===== src/rtl/div_unit.sv =====
// rtl/div_unit.sv - iterative radix-2 restoring divider for RV32M DIV/DIVU/REM/REMU
module div_unit #(
    parameter int WIDTH  = 32,
    parameter int ADDR_W = 5
) (
    input  logic              clk,
    input  logic              reset,
    input  logic              in_valid,
    output logic              in_ready,
    input  logic [1:0]        op,
    input  logic [WIDTH-1:0]  rs1_data,
    input  logic [WIDTH-1:0]  rs2_data,
    input  logic [ADDR_W-1:0] rd_addr,
    input  logic              flush,
    output logic              busy,
    output logic [ADDR_W-1:0] busy_rd,
    output logic              wb_en,
    output logic [ADDR_W-1:0] wb_addr,
    output logic [WIDTH-1:0]  wb_data
);

    localparam int CNT_W = $clog2(WIDTH);
    localparam logic [CNT_W-1:0] LAST_STEP = CNT_W'(WIDTH - 1);
    localparam logic [WIDTH-1:0] MOST_NEG  = {1'b1, {(WIDTH-1){1'b0}}};

    typedef enum logic [1:0] {
        IDLE = 2'd0,
        CALC = 2'd1,
        FIN  = 2'd2
    } state_t;

    state_t state, state_next;

    logic [1:0]        op_r;
    logic [ADDR_W-1:0] rd_r;
    logic [WIDTH-1:0]  quo;
    logic [WIDTH-1:0]  rem;
    logic [WIDTH-1:0]  div_mag;
    logic              q_neg;
    logic              r_neg;
    logic [CNT_W-1:0]  cnt;

    logic              accept;
    logic              signed_op;
    logic              a_neg;
    logic              b_neg;
    logic [WIDTH-1:0]  a_mag;
    logic [WIDTH-1:0]  b_mag;
    logic              div_zero;
    logic              overflow;
    logic [WIDTH:0]    rem_sh;
    logic [WIDTH:0]    rem_diff;
    logic              rem_ge;
    logic [WIDTH-1:0]  rem_next;
    logic [WIDTH-1:0]  res_mag;
    logic              res_neg;
    logic [WIDTH-1:0]  result;

    assign in_ready = (state == IDLE);
    assign busy     = (state != IDLE);
    assign busy_rd  = busy ? rd_r : '0;

    // flush wins over a same-edge request
    assign accept    = in_valid && in_ready && !flush;
    assign signed_op = !op[0];
    assign a_neg     = signed_op && rs1_data[WIDTH-1];
    assign b_neg     = signed_op && rs2_data[WIDTH-1];
    assign a_mag     = a_neg ? -rs1_data : rs1_data;
    assign b_mag     = b_neg ? -rs2_data : rs2_data;
    assign div_zero  = (rs2_data == '0);
    assign overflow  = signed_op && (rs1_data == MOST_NEG) && (rs2_data == '1);

    // one restoring step: shift {rem, quo} left, subtract when the divisor fits
    assign rem_sh   = {rem, quo[WIDTH-1]};
    assign rem_diff = rem_sh - {1'b0, div_mag};
    assign rem_ge   = (rem_sh >= {1'b0, div_mag});
    assign rem_next = rem_ge ? rem_diff[WIDTH-1:0] : rem_sh[WIDTH-1:0];

    // pick quotient or remainder and restore its sign
    assign res_mag = op_r[1] ? rem : quo;
    assign res_neg = op_r[1] ? r_neg : q_neg;
    assign result  = res_neg ? -res_mag : res_mag;

    // state register
    always_ff @(posedge clk or posedge reset) begin
        if (reset) begin
            state <= IDLE;
        end else begin
            state <= state_next;
        end
    end

    // next-state logic; special cases bypass the iteration
    always_comb begin
        state_next = state;
        case (state)
            IDLE: if (accept) state_next = (div_zero || overflow) ? FIN : CALC;
            CALC: if (cnt == LAST_STEP) state_next = FIN;
            FIN:  state_next = IDLE;
            default: state_next = IDLE;
        endcase
        if (flush) begin
            state_next = IDLE;
        end
    end

    // datapath: operand capture, iteration and registered writeback
    always_ff @(posedge clk or posedge reset) begin
        if (reset) begin
            op_r    <= '0;
            rd_r    <= '0;
            quo     <= '0;
            rem     <= '0;
            div_mag <= '0;
            q_neg   <= 1'b0;
            r_neg   <= 1'b0;
            cnt     <= '0;
            wb_en   <= 1'b0;
            wb_addr <= '0;
            wb_data <= '0;
        end else begin
            wb_en <= 1'b0;
            case (state)
                IDLE: begin
                    if (accept) begin
                        op_r <= op;
                        rd_r <= rd_addr;
                        cnt  <= '0;
                        if (div_zero) begin
                            quo     <= '1;
                            rem     <= rs1_data;
                            div_mag <= '0;
                            q_neg   <= 1'b0;
                            r_neg   <= 1'b0;
                        end else if (overflow) begin
                            quo     <= MOST_NEG;
                            rem     <= '0;
                            div_mag <= b_mag;
                            q_neg   <= 1'b0;
                            r_neg   <= 1'b0;
                        end else begin
                            quo     <= a_mag;
                            rem     <= '0;
                            div_mag <= b_mag;
                            q_neg   <= a_neg ^ b_neg;
                            r_neg   <= a_neg;
                        end
                    end
                end
                CALC: begin
                    quo <= {quo[WIDTH-2:0], rem_ge};
                    rem <= rem_next;
                    cnt <= cnt + CNT_W'(1);
                end
                FIN: begin
                    if (!flush) begin
                        wb_en   <= (rd_r != '0);
                        wb_addr <= rd_r;
                        wb_data <= result;
                    end
                end
                default: ;
            endcase
        end
    end

endmodule


===== config.mk =====
export PLATFORM = sky130hd
export DESIGN_NAME = div_unit
export DESIGN_NICKNAME = d
export VERILOG_FILES = /design/src/rtl/div_unit.sv
export SDC_FILE = /design/constraint.sdc
export NUM_CORES = 1
export LEC_CHECK = 0
export ABC_AREA = 1
export CORE_UTILIZATION = 59
export CTS_CLUSTER_DIAMETER = 100
export DETAILED_ROUTE_END_ITERATION = 6
export PLACE_DENSITY = 0.92
export SLEW_MARGIN = 15
export SYNTH_ARGS = -nofsm -noshare
export SYNTH_HDL_FRONTEND = slang
export SYNTH_SLANG_ARGS = --single-unit
export TNS_END_PERCENT = 30

===== constraint.sdc =====
create_clock -name clk -period 7.42 [get_ports clk]
set_input_delay 1.855 -clock clk [delete_from_list [all_inputs] [get_ports clk]]
set_output_delay 1.855 -clock clk [all_outputs]
set_load 0.02 [all_outputs]

==> results.md <==
| Group | Parameter | Value |
| --- | --- | --- |
| status | Status | finished, final reports clean |
| synth | XOR/XNOR share of the synthesized area | 4.78% |
| sta | Worst clock skew | 0.0254 ns |
| finish | Ratio of cells with drive above 1 in the final layout | 4.38% |
| synth | Number of synthesized register bits | 149 |
| synth | Most used flip-flop cell after synthesis | dfrtp_1 |
| job | Number of max-cap violations | 0 |
| setup path | Launching element of the worst setup path | op[0] |
| finish | Final net count | 2270 |
| sta | Number of slew-limit violations in the final report | 0 |
| placed design | Placed wire-length estimate after detailed placement | 32600 um |
| routing | Vias/cell | 5.70 |
| global routing | Antenna violations before repair | 1 |
| finish | Area of all placed cells without fillers | 0.0147 sq mm |
| finish | Synth-to-layout area growth | 14.8% |
| sta | Total Negative Setup Slacks | 0 ns |
| finish | Final cell count without fillers | 2444 |
| placed design | Standard cell area after detailed placement | 0.0141 sq mm |
| synth | Adder and majority gate portion of the synthesized area | 3.87% |
| sta | Max transition margin | 35.0% |
| setup path | Element type at the critical path start | input pin |
| routing | Routed wire length per instance | 17.3 um |
| pwr | Peak supply drop | 200 uV |
| synth | Multiplexer share of the synthesized area | 0% |
| clock tree | Maximum count of clock buffers along a single path | 2 |
| synth | Post-synth top area share | 29.1% |
| synth | Leading post-synthesis cells by cell area | dfrtp_1, nand2_1, inv_1 |
| clock tree | Resize count post-CTS | 0 |
| global routing | Congestion Overflow GR | 0 |
| die | Boundary Pins | 120 |
| sta | RSZ-0062 raised after global routing | false |
| die | Width of the die | 149 um |
| global routing | Via count of the first global-routing pass | 12771 |
| die | Site row count | 53 |
| setup path | Classification of the worst setup path | in -> reg |
| sta | Final hold violation count | 0 |
| setup path | Cell count of the worst reg-to-reg path | 13 |
| synth | Ys async rst share | 100% |
| clock tree | Insertion delay of the later-clocked pin in the worst-skew pair | 0.44 ns |
| setup path | Endpoint required time on the critical path | 7.69 ns |
| die | Effective utilization at floorplan | 60.6% |
| placed design | Routability-driven placement congestion ratio | 1.03 |
| die | Die outline height | 149 um |
| sta | Final setup viols | 0 |
| clock tree | Number of buffers created by CTS | 17 |
| synth | Cell area after synthesis | 0.0128 sq mm |
| setup path | End point of the critical path | quo[29] |
| global routing | GRT Total Usage | 38.2% |
| routing | Vias | 13924 |
| placed design | Placed cell count | 2412 |
| global routing | Global-route wire length before repair | 65300 um |
| hold path | Class of the worst hold path | reg -> reg |
| clock tree | Post-CTS Hold Buffers | 0 |
| die | Core area | 0.0212 sq mm |
| sta | Final cycle utilization of the critical path | 59.8% |
| synth | Mapped Nets | 2190 |
| setup path | Worst reg-to-reg setup slack | 3.63 ns |
| synth | Number of synthesized flops with an enable pin | 0 |
| global routing | Maximum number of pins on one net before global-route repair | 90 |
| synth | Combinational family with the most area after synthesis | simple AND/OR/NAND/NOR gates |
| routing | Drc violations | 0 |
| sta | Minimum clock period after layout | 4.43 ns |
| routing | Detail Route Antenna Nets | 0 |
| clock tree | Setup bufs post-CTS | 0 |
| routing | Final wirelength | 42400 um |
| clock tree | Clock slew seen by the registers of the worst setup and hold paths | 0.07 ns |
| setup path | Capture instance of the worst register-to-register path | rem[19] |
| synth | Distinct cell type count after synthesis | 48 |
| routing | Detailed-routing iteration count for the pre-antenna-repair pass | 7 |
| synth | Compound-Gate Fraction of Synth Area | 11.5% |
| setup path | Arrival time at the worst endpoint | 4.71 ns |
| finish | Final antenna diode count | 0 |
| setup path | Element type at the critical path end | flop |
| synth | Gate Count Post-Synth | 2076 |
| die | Die area | 0.0223 sq mm |
| synth | Average cell area after synthesis | 6.17 sq um |
| pwr | Power per cell area | 395 mW/mm^2 |
| sta | Max Fclk | 0.226 GHz |
| routing | Initial DRC Count | 1234 |
| clock tree | H-tree level count | 4 |
| synth | Post-synthesis sequential area ratio | 29.1% |
| clock tree | # clock sinks | 149 |
| setup path | Source of the worst register-to-register timing path | div_mag[6] |
| synth | Cell type contributing the most total cell area after synthesis | dfrtp_1 |
| sta | Actual slew at the worst max-slew pin | 0.974 ns |
| finish | Finished Core Util | 69.6% |
| clock tree | TritonCTS clock tree | yes |
| pwr | Static leakage power | 0.00738 uW |
| synth | Synthesis warning total | 0 |
| setup path | Crit path max fanout | 34 |
| synth | Simple-gate share of the synthesized area | 38.5% |
| clock tree | Buffer type at the clock tree root | clkbuf_16 |
| placed design | Count of port buffers added during placement | 119 |
## synth_stat cells, types with 7 or more instances
cell and instances:
clkbuf_1 36, o21ai_1 25, inv_1 305, a21oi_1 75
o21ai_2 7, buf_2 10, a31oi_1 8, nand2_1 608
xnor2_1 15, o22ai_1 14, nor2_2 7, nor2_1 268
dfrtp_1 149, o21ai_0 130, nand4_1 23, nor3_1 22
ha_1 38, nand3_1 169, buf_6 11, xor2_1 55
clkinv_1 7, nand3b_1 26
## worst max-delay path, stage by stage
cell,delay [ns]
clkdlybuf4s50_1,0.52
inv_1,0.09
nand2_1,0.38
clkinv_1,0.89
o21ai_0,0.50
nand3_1,0.14
nand3_1,0.12
nand2_1,0.07
nand2_1,0.06
o21ai_0,0.08
## final cells by class
type                            count  area [sq um]
Fill cell                        1936          6440
Clock inverter                     15           205
Inverter                          318          1200
Multi-Input combinational cell   1541          7540
Timing Repair Buffer              129          1270
Tap cell                          275           344
Sequential cell                   149          3730
Clock buffer                       17           425
## where the power goes
part / switching, uW / total [uW] / leakage [uW] / internal, uW
Sequential: 257 / 1370 / 0.00185 / 1110
Combinational: 2260 / 3480 / 0.00522 / 1220
Clock: 431 / 952 / 0.000308 / 521
Total: 2950 / 5800 / 0.00738 / 2850
## worst min-delay path by stage
stage | start | endpoint | slack, ns | cells past startpoint
detailed placement | wb_data[25] | wb_data[25] | 0.47 | 2
CTS | wb_data[25] | wb_data[25] | 0.48 | 2
global route | wb_data[23] | wb_data[23] | 0.51 | 2
finish | wb_data[25] | wb_data[25] | 0.49 | 2
global placement | wb_data[25] | wb_data[25] | 0.46 | 2
floorplan | quo[26] | quo[26] | 0.45 | 2
## metrics by stage
| stage | power, uW | hold WS, ns | setup WS (ns) |
|---|---|---|---|
| after global placement | 4670 | 0.465 | 2.75 |
| final | 5800 | 0.486 | 2.99 |
| after CTS | 5740 | 0.485 | 3.14 |
| after floorplan | 3740 | 0.449 | 1.56 |
| after detailed placement | 4770 | 0.465 | 2.69 |
| after global routing | 6230 | 0.506 | 2.83 |
## registers in the layout, summed over array words and instances, names as in the netlist
name	flops
div_mag	32
quo	32
rem	32
wb_data	32
cnt	5
rd_r	5
wb_addr	5
state	2
op_r	1
q_neg	1
r_neg	1
wb_en	1
## logic make-up (layout without fill, tap and decap cells)
logic type      Yosys count  in the layout
simple gates           1158           1158
buf+inv                 386            479
compound gates          274            274
flops                   149            149
xor+xnor                 70             70
fa+ha+maj                39             39
## metal layers
layer	track usage, %	vias to the layer above	wire length, um
met2	61.5	717	19500
met5	0	-	0
li1	-	6704	-
met4	16.2	0	1620
met1	49.6	6390	17400
met3	7.58	113	3850
## cells in the final DEF, fill, tap and decap left out, types with 8 or more instances in the layout
cell             count
dfrtp_1            148
nand4_1             23
nand3b_1            26
xor2_1              55
o21ai_0            130
nor2_1             266
clkdlybuf4s50_1    119
o22ai_1             14
nand3_1            169
buf_4               10
clkbuf_16           17
a31oi_1              8
nand2_1            608
inv_1              304
nor3_1              21
a21oi_1             75
xnor2_1             15
ha_1                38
o21ai_1             25
No activity file was read; power rests on OpenSTA's default activity.
